**src/rtl/ret_addr_stack_if.sv**
```systemverilog
// Bus between the CPU call/return logic (master) and the return-address stack (slave).
// clk and reset stay plain ports on the stack itself.
interface ret_addr_stack_if #(
    parameter int WIDTH = 10,
    parameter int DEPTH = 8,
    parameter int CW    = $clog2(DEPTH) + 1
) ();
    logic             push;
    logic             pop;
    logic [WIDTH-1:0] din;
    logic             clr_err;
    logic [WIDTH-1:0] dout;
    logic             empty;
    logic             full;
    logic [CW-1:0]    count;
    logic             overflow;
    logic             underflow;

    modport master (
        output push, pop, din, clr_err,
        input  dout, empty, full, count, overflow, underflow
    );

    modport slave (
        input  push, pop, din, clr_err,
        output dout, empty, full, count, overflow, underflow
    );
endinterface

```
**src/rtl/ret_addr_stack.sv**
```systemverilog
// Circular LIFO of return addresses with a combinational top-of-stack read
// and sticky overflow/underflow flags.
module ret_addr_stack #(
    parameter int WIDTH = 10,
    parameter int DEPTH = 8,
    parameter int CW    = $clog2(DEPTH) + 1
) (
    input  logic               clk,
    input  logic               reset,
    ret_addr_stack_if.slave    bus
);
    localparam int AW = $clog2(DEPTH);

    logic [WIDTH-1:0] mem [DEPTH];

    logic [AW-1:0] tp_reg, tp_next;
    logic [CW-1:0] count_reg, count_next;
    logic          overflow_reg, overflow_next;
    logic          underflow_reg, underflow_next;
    logic          wr_en;
    logic [AW-1:0] wr_addr;
    logic          empty_w;
    logic          full_w;

    assign empty_w = (count_reg == '0);
    assign full_w  = (count_reg == CW'(DEPTH));

    always_comb begin
        tp_next        = tp_reg;
        count_next     = count_reg;
        overflow_next  = bus.clr_err ? 1'b0 : overflow_reg;
        underflow_next = bus.clr_err ? 1'b0 : underflow_reg;
        wr_en          = 1'b0;
        wr_addr        = tp_reg + 1'b1;
        case ({bus.push, bus.pop})
            2'b10: begin
                tp_next = tp_reg + 1'b1;
                wr_en   = 1'b1;
                // When full the pointer still advances, overwriting the oldest entry.
                if (full_w) overflow_next = 1'b1;
                else        count_next    = count_reg + 1'b1;
            end
            2'b01: begin
                if (empty_w) begin
                    underflow_next = 1'b1;
                end else begin
                    tp_next    = tp_reg - 1'b1;
                    count_next = count_reg - 1'b1;
                end
            end
            2'b11: begin
                wr_en = 1'b1;
                if (empty_w) begin
                    underflow_next = 1'b1;
                    tp_next        = tp_reg + 1'b1;
                    count_next     = CW'(1);
                end else begin
                    wr_addr = tp_reg;
                end
            end
            default: ;
        endcase
    end

    always_ff @(posedge clk or negedge reset) begin
        if (!reset) begin
            tp_reg        <= '0;
            count_reg     <= '0;
            overflow_reg  <= 1'b0;
            underflow_reg <= 1'b0;
        end else begin
            tp_reg        <= tp_next;
            count_reg     <= count_next;
            overflow_reg  <= overflow_next;
            underflow_reg <= underflow_next;
        end
    end

    // Storage is not reset: a slot only becomes visible after a push writes it,
    // so a stray write while reset is low can never be observed.
    always_ff @(posedge clk) begin
        if (wr_en) mem[wr_addr] <= bus.din;
    end

    assign bus.dout      = empty_w ? '0 : mem[tp_reg];
    assign bus.empty     = empty_w;
    assign bus.full      = full_w;
    assign bus.count     = count_reg;
    assign bus.overflow  = overflow_reg;
    assign bus.underflow = underflow_reg;
endmodule

```
**src/flat_wrapper.sv**
```systemverilog
// flat-port wrapper written by rule: the top's interface ports become plain ports
module ret_addr_stack_flat 
#(
    parameter int WIDTH = 10,
    parameter int DEPTH = 8,
    parameter int CW    = $clog2(DEPTH) + 1
)
  (clk, reset, bus_push, bus_pop, bus_din, bus_clr_err, bus_dout, bus_empty, bus_full, bus_count, bus_overflow, bus_underflow);
  ret_addr_stack_if #(.WIDTH(WIDTH), .DEPTH(DEPTH), .CW(CW)) bus_i ();
  input  logic clk;
  input  logic reset;
  input wire logic [$bits(bus_i.push)-1:0] bus_push;
  input wire logic [$bits(bus_i.pop)-1:0] bus_pop;
  input wire logic [$bits(bus_i.din)-1:0] bus_din;
  input wire logic [$bits(bus_i.clr_err)-1:0] bus_clr_err;
  output wire logic [$bits(bus_i.dout)-1:0] bus_dout;
  output wire logic [$bits(bus_i.empty)-1:0] bus_empty;
  output wire logic [$bits(bus_i.full)-1:0] bus_full;
  output wire logic [$bits(bus_i.count)-1:0] bus_count;
  output wire logic [$bits(bus_i.overflow)-1:0] bus_overflow;
  output wire logic [$bits(bus_i.underflow)-1:0] bus_underflow;
  assign bus_i.push = bus_push;
  assign bus_i.pop = bus_pop;
  assign bus_i.din = bus_din;
  assign bus_i.clr_err = bus_clr_err;
  assign bus_dout = bus_i.dout;
  assign bus_empty = bus_i.empty;
  assign bus_full = bus_i.full;
  assign bus_count = bus_i.count;
  assign bus_overflow = bus_i.overflow;
  assign bus_underflow = bus_i.underflow;
  ret_addr_stack #(.WIDTH(WIDTH), .DEPTH(DEPTH), .CW(CW)) u_core (.clk(clk), .reset(reset), .bus(bus_i));
endmodule
```
**config.mk**
```make
export PLATFORM = sky130hd
export DESIGN_NAME = ret_addr_stack_flat
export DESIGN_NICKNAME = d
export VERILOG_FILES = /design/src/rtl/ret_addr_stack_if.sv /design/src/rtl/ret_addr_stack.sv /design/src/flat_wrapper.sv
export SDC_FILE = /design/constraint.sdc
export NUM_CORES = 1
export LEC_CHECK = 0
export ABC_AREA = 1
export CAP_MARGIN = 40
export CORE_ASPECT_RATIO = 1.75
export CORE_MARGIN = 5
export CORE_UTILIZATION = 35
export DETAILED_ROUTE_END_ITERATION = 10
export DONT_BUFFER_PORTS = 1
export GPL_ROUTABILITY_DRIVEN = 0
export GPL_TIMING_DRIVEN = 0
export PLACE_DENSITY = 0.52
export SETUP_SLACK_MARGIN = 0.3
export SLEW_MARGIN = 10
export SYNTH_ARGS = -nofsm -noshare
export SYNTH_HDL_FRONTEND = slang
export SYNTH_SLANG_ARGS = --single-unit
```
**constraint.sdc**
```tcl
create_clock -name clk -period 4.2 [get_ports clk]
set_clock_uncertainty 0.05 [all_clocks]
set_input_delay 0.21 -clock clk [delete_from_list [all_inputs] [get_ports clk]]
set_output_delay 0.21 -clock clk [all_outputs]
set_load 0.03 [all_outputs]
```
==> results.md <==
- Congestion Overflow GR: 0
- Yosys cell types: 28
- Multi-input logic area: 0.00113 sq mm
- Switching share of total power: 43.3%
- Worst VDD drop: 0.000302 V
- Clock Power Share: 22.7%
- Ys Warns: 0
- CP Class: reg2reg
- All-layer global routing usage: 15.6%
- Std-Cell Rows: 51
- Pwr per Cell Area: 801 mW/mm^2
- Iter 0 DRT Violations: 214
- Placed cell area: 0.00417 sq mm
- Critical Path Max Stage Delay: 510 ps
- Post-DP HPWL: 7.17 mm
- Fin area: 0.00460 sq mm
- Pin count of the biggest net entering global routing: 15
- Startpoint types: flop
- # DRC: 0
- Root buf cell: clkbuf_16
- Top FF cell, synth: edfxtp_1
- Vias in the first global route: 2,797
- Synth area leader: edfxtp_1
- Fin. Hold Viols: 0
- Final worst slack: 1330 ps
- Post-route ant nets: 0
- Initial antenna violation count: 0
- Share of cells above drive strength 1: 12.3%
- P_leak: 1.72 nW
- Status: complete, no violations
- Number of detailed-route iterations in the first pass: 5
- First-pass GRT wire length: 15.6 mm
- Switch Pwr: 0.00159 W
- Setup TNS: 0 ps
- Post-CTS Resized: 0
- Maxcap violations: 0
- Worst Hold Slack: 42.6 ps
- Worst endpoint data arrival time: 2880 ps
- Syn_area_per_cell: 11.1 sq um
- DR WL/cell: 19.5 um
- Routed vias: 2,702
- Post-Synthesis Cells: 352
- Crit path capture type: flop
- PortBufs: 0
- Most frequent cell after synthesis: edfxtp_1
- Vias per inst: 5.19
- Pre-CTS setup slack: 1270 ps
- Crit path time final: 2870 ps
- Worst-Skew Late Latency: 340 ps
- CTS H-tree lvls: 3
- Worst Tran Pin Value: 692 ps
- Final setup violation count: 0
- Initial Util: 35.5%
- Syn Nets: 370
- Area fraction in and, or, nand and nor cells after synthesis: 17.1%
- Max-slew violations: 0
- Num ports: 33
- Die area: 0.0135 sq mm
- CP Max Fanout: 10
- Post-Synth XOR/XNOR Area: 1.28%
- Clock transition at path regs: 60 ps
- RSZ-0062 raised after global routing: false
- Clock buffer depth: 2
- Diode count: 0
- Synth area leaders: edfxtp_1 61%, dfrtp_1 5.8%, nand2_1 5.5%, o21ai_0 5.2%, nor2_1 5.1%
- Largest family of logic cells by synthesized area: simple AND/OR/NAND/NOR gates
- Post-synth EDFFs: 80
- Worst Path Buf+Inv: 3
- Worst Hold Class: in2reg
- Synthesized cell area: 0.00392 sq mm
- FF/Latch Area: 0.00263 sq mm
- CTS sink cnt: 89
- Register share of total power: 35.7%
- Rel. slew slack: 53.9%
- Die width: 90.0 um
- Combinational share of power: 41.6%
- Kind of cell adding the most delay to the critical path: simple AND/OR/NAND/NOR gates
- #FFs+latches synth: 89
- Mux contribution to synthesized area: 0%
- CTS tree: built
- Num CTS Buffers: 9
- Final-layout fill cell count: 1,044
- Die Y: 150 um
- Layout Nets: 402
- Area delta synth->final: 17.5%
- Compound-Gate Fraction of Synth Area: 9.62%
- Int Pwr: 0.00209 W
- Max reg flops: 80
- Async SR Flop Fraction: 10.1%
- Crit share post-route: 68.4%
- Core area: 0.0110 sq mm
- Crit path required time: 4200 ps
- Routed WL: 10.2 mm
- Slowest-stage cell, CP: nor2_1
- Crit-path cells: inv_1 > clkbuf_1 > ha_1 > nand3_1 > nand2_1 > nand2_1 > nand3_1 > nor2_1 > buf_6
- Fmax: 348 MHz
- Post-synth top area share: 61.4%
- Most frequent cells after synthesis: 80 x edfxtp_1, 57 x nand2_1, 53 x nor2_1
- Sequential area share after synthesis: 67.1%
- Synth Area in Adders: 0.959%
## through the flow
| step | cells | power (W) | utilization [%] |
|---|---|---|---|
| floorplan | 352 | 0.00239 | - |
| global placement | 484 | 0.00280 | 37.0 |
| detailed placement | 493 | 0.00287 | 37.8 |
| CTS | 521 | 0.00373 | 41.7 |
| global route | 521 | 0.00391 | 41.7 |
| finish | 521 | 0.00368 | 41.7 |
## worst register-to-register path: stages, from the launching register on
cell      delay (ps)
dfrtp_1          460
inv_1            110
clkbuf_1         470
ha_1             380
nand3_1          110
nand2_1           60
nand2_1          100
nand3_1          120
nor2_1           510
buf_6            230
## routing by layer
metal	up-vias	share of wire (%)	GRT usage, %
met5	-	0	0
li1	1307	-	-
met4	0	2.1	6.48
met1	1297	35	15.4
met2	78	57	30.1
met3	20	5.5	4.12
## worst paths after layout
kind	startpoint	to	slack (ps)	depth (start not counted)
setup / recovery	u_core.tp_reg[1]	u_core.mem[4][5]	1330	9
hold / removal	bus_push	u_core.tp_reg[1]	40	3
setup reg to reg	u_core.tp_reg[1]	u_core.mem[4][5]	1330	9
hold reg to reg	u_core.bus.overflow	u_core.bus.overflow	630	2
max in group asynchronous	reset	u_core.tp_reg[2]	3560	1
min in group asynchronous	reset	u_core.bus.count[2]	210	1
## cells in the final DEF (no fill, tap or decap), types with 3 or more instances in the layout
| cell type | netlist | routed |
|---|---|---|
| o21ai_0 | 41 | 41 |
| dlygate4sd3_1 | 0 | 12 |
| buf_2 | 6 | 7 |
| nand2_4 | 3 | 3 |
| dfrtp_1 | 9 | 9 |
| edfxtp_1 | 80 | 80 |
| inv_1 | 16 | 16 |
| nand2_1 | 57 | 57 |
| o21ai_1 | 6 | 6 |
| clkbuf_16 | 0 | 9 |
| clkbuf_1 | 7 | 8 |
| o22ai_1 | 21 | 21 |
| ha_1 | 3 | 3 |
| nor2_1 | 53 | 53 |
| nand3_1 | 27 | 27 |
| clkinv_2 | 1 | 3 |
| buf_4 | 1 | 3 |
| inv_2 | 4 | 4 |
| nand2_2 | 3 | 3 |
| buf_6 | 0 | 6 |
## repair_timing
item	CTS	global route
setup buffers	0	0
hold buffers	12	0
endpoints found under the setup margin	0	0
endpoints found under the hold margin	91	0
## power groups by stage
stage / clock, W / combinational (W) / sequential [W]
CTS: 0.000850 / 0.00156 / 0.00132
global route: 0.000892 / 0.00169 / 0.00133
finish: 0.000837 / 0.00153 / 0.00132
floorplan: 0 / 0.00108 / 0.00131
detailed placement: 0 / 0.00153 / 0.00134
global placement: 0 / 0.00147 / 0.00133
## logic make-up (layout without fill, tap and decap cells)
logic type	count (synthesis)	after routing
and+or+nand+nor	149	149
DFF	89	89
AOI/OAI and AO/OA	70	70
buffers and inverters	37	74
xor gates and xnor gates	4	4
adders and majority gates	3	3
## final cells by class
cell class	instances	area share [%]
sequential	89	57.1
multi-input combinational	226	24.7
clock buffer	10	4.98
timing repair buffer	21	4.52
tap	132	3.59
clock inverter	6	1.80
inverter	21	1.74
buffer	16	1.58
Power figures use the tool's default switching activity.
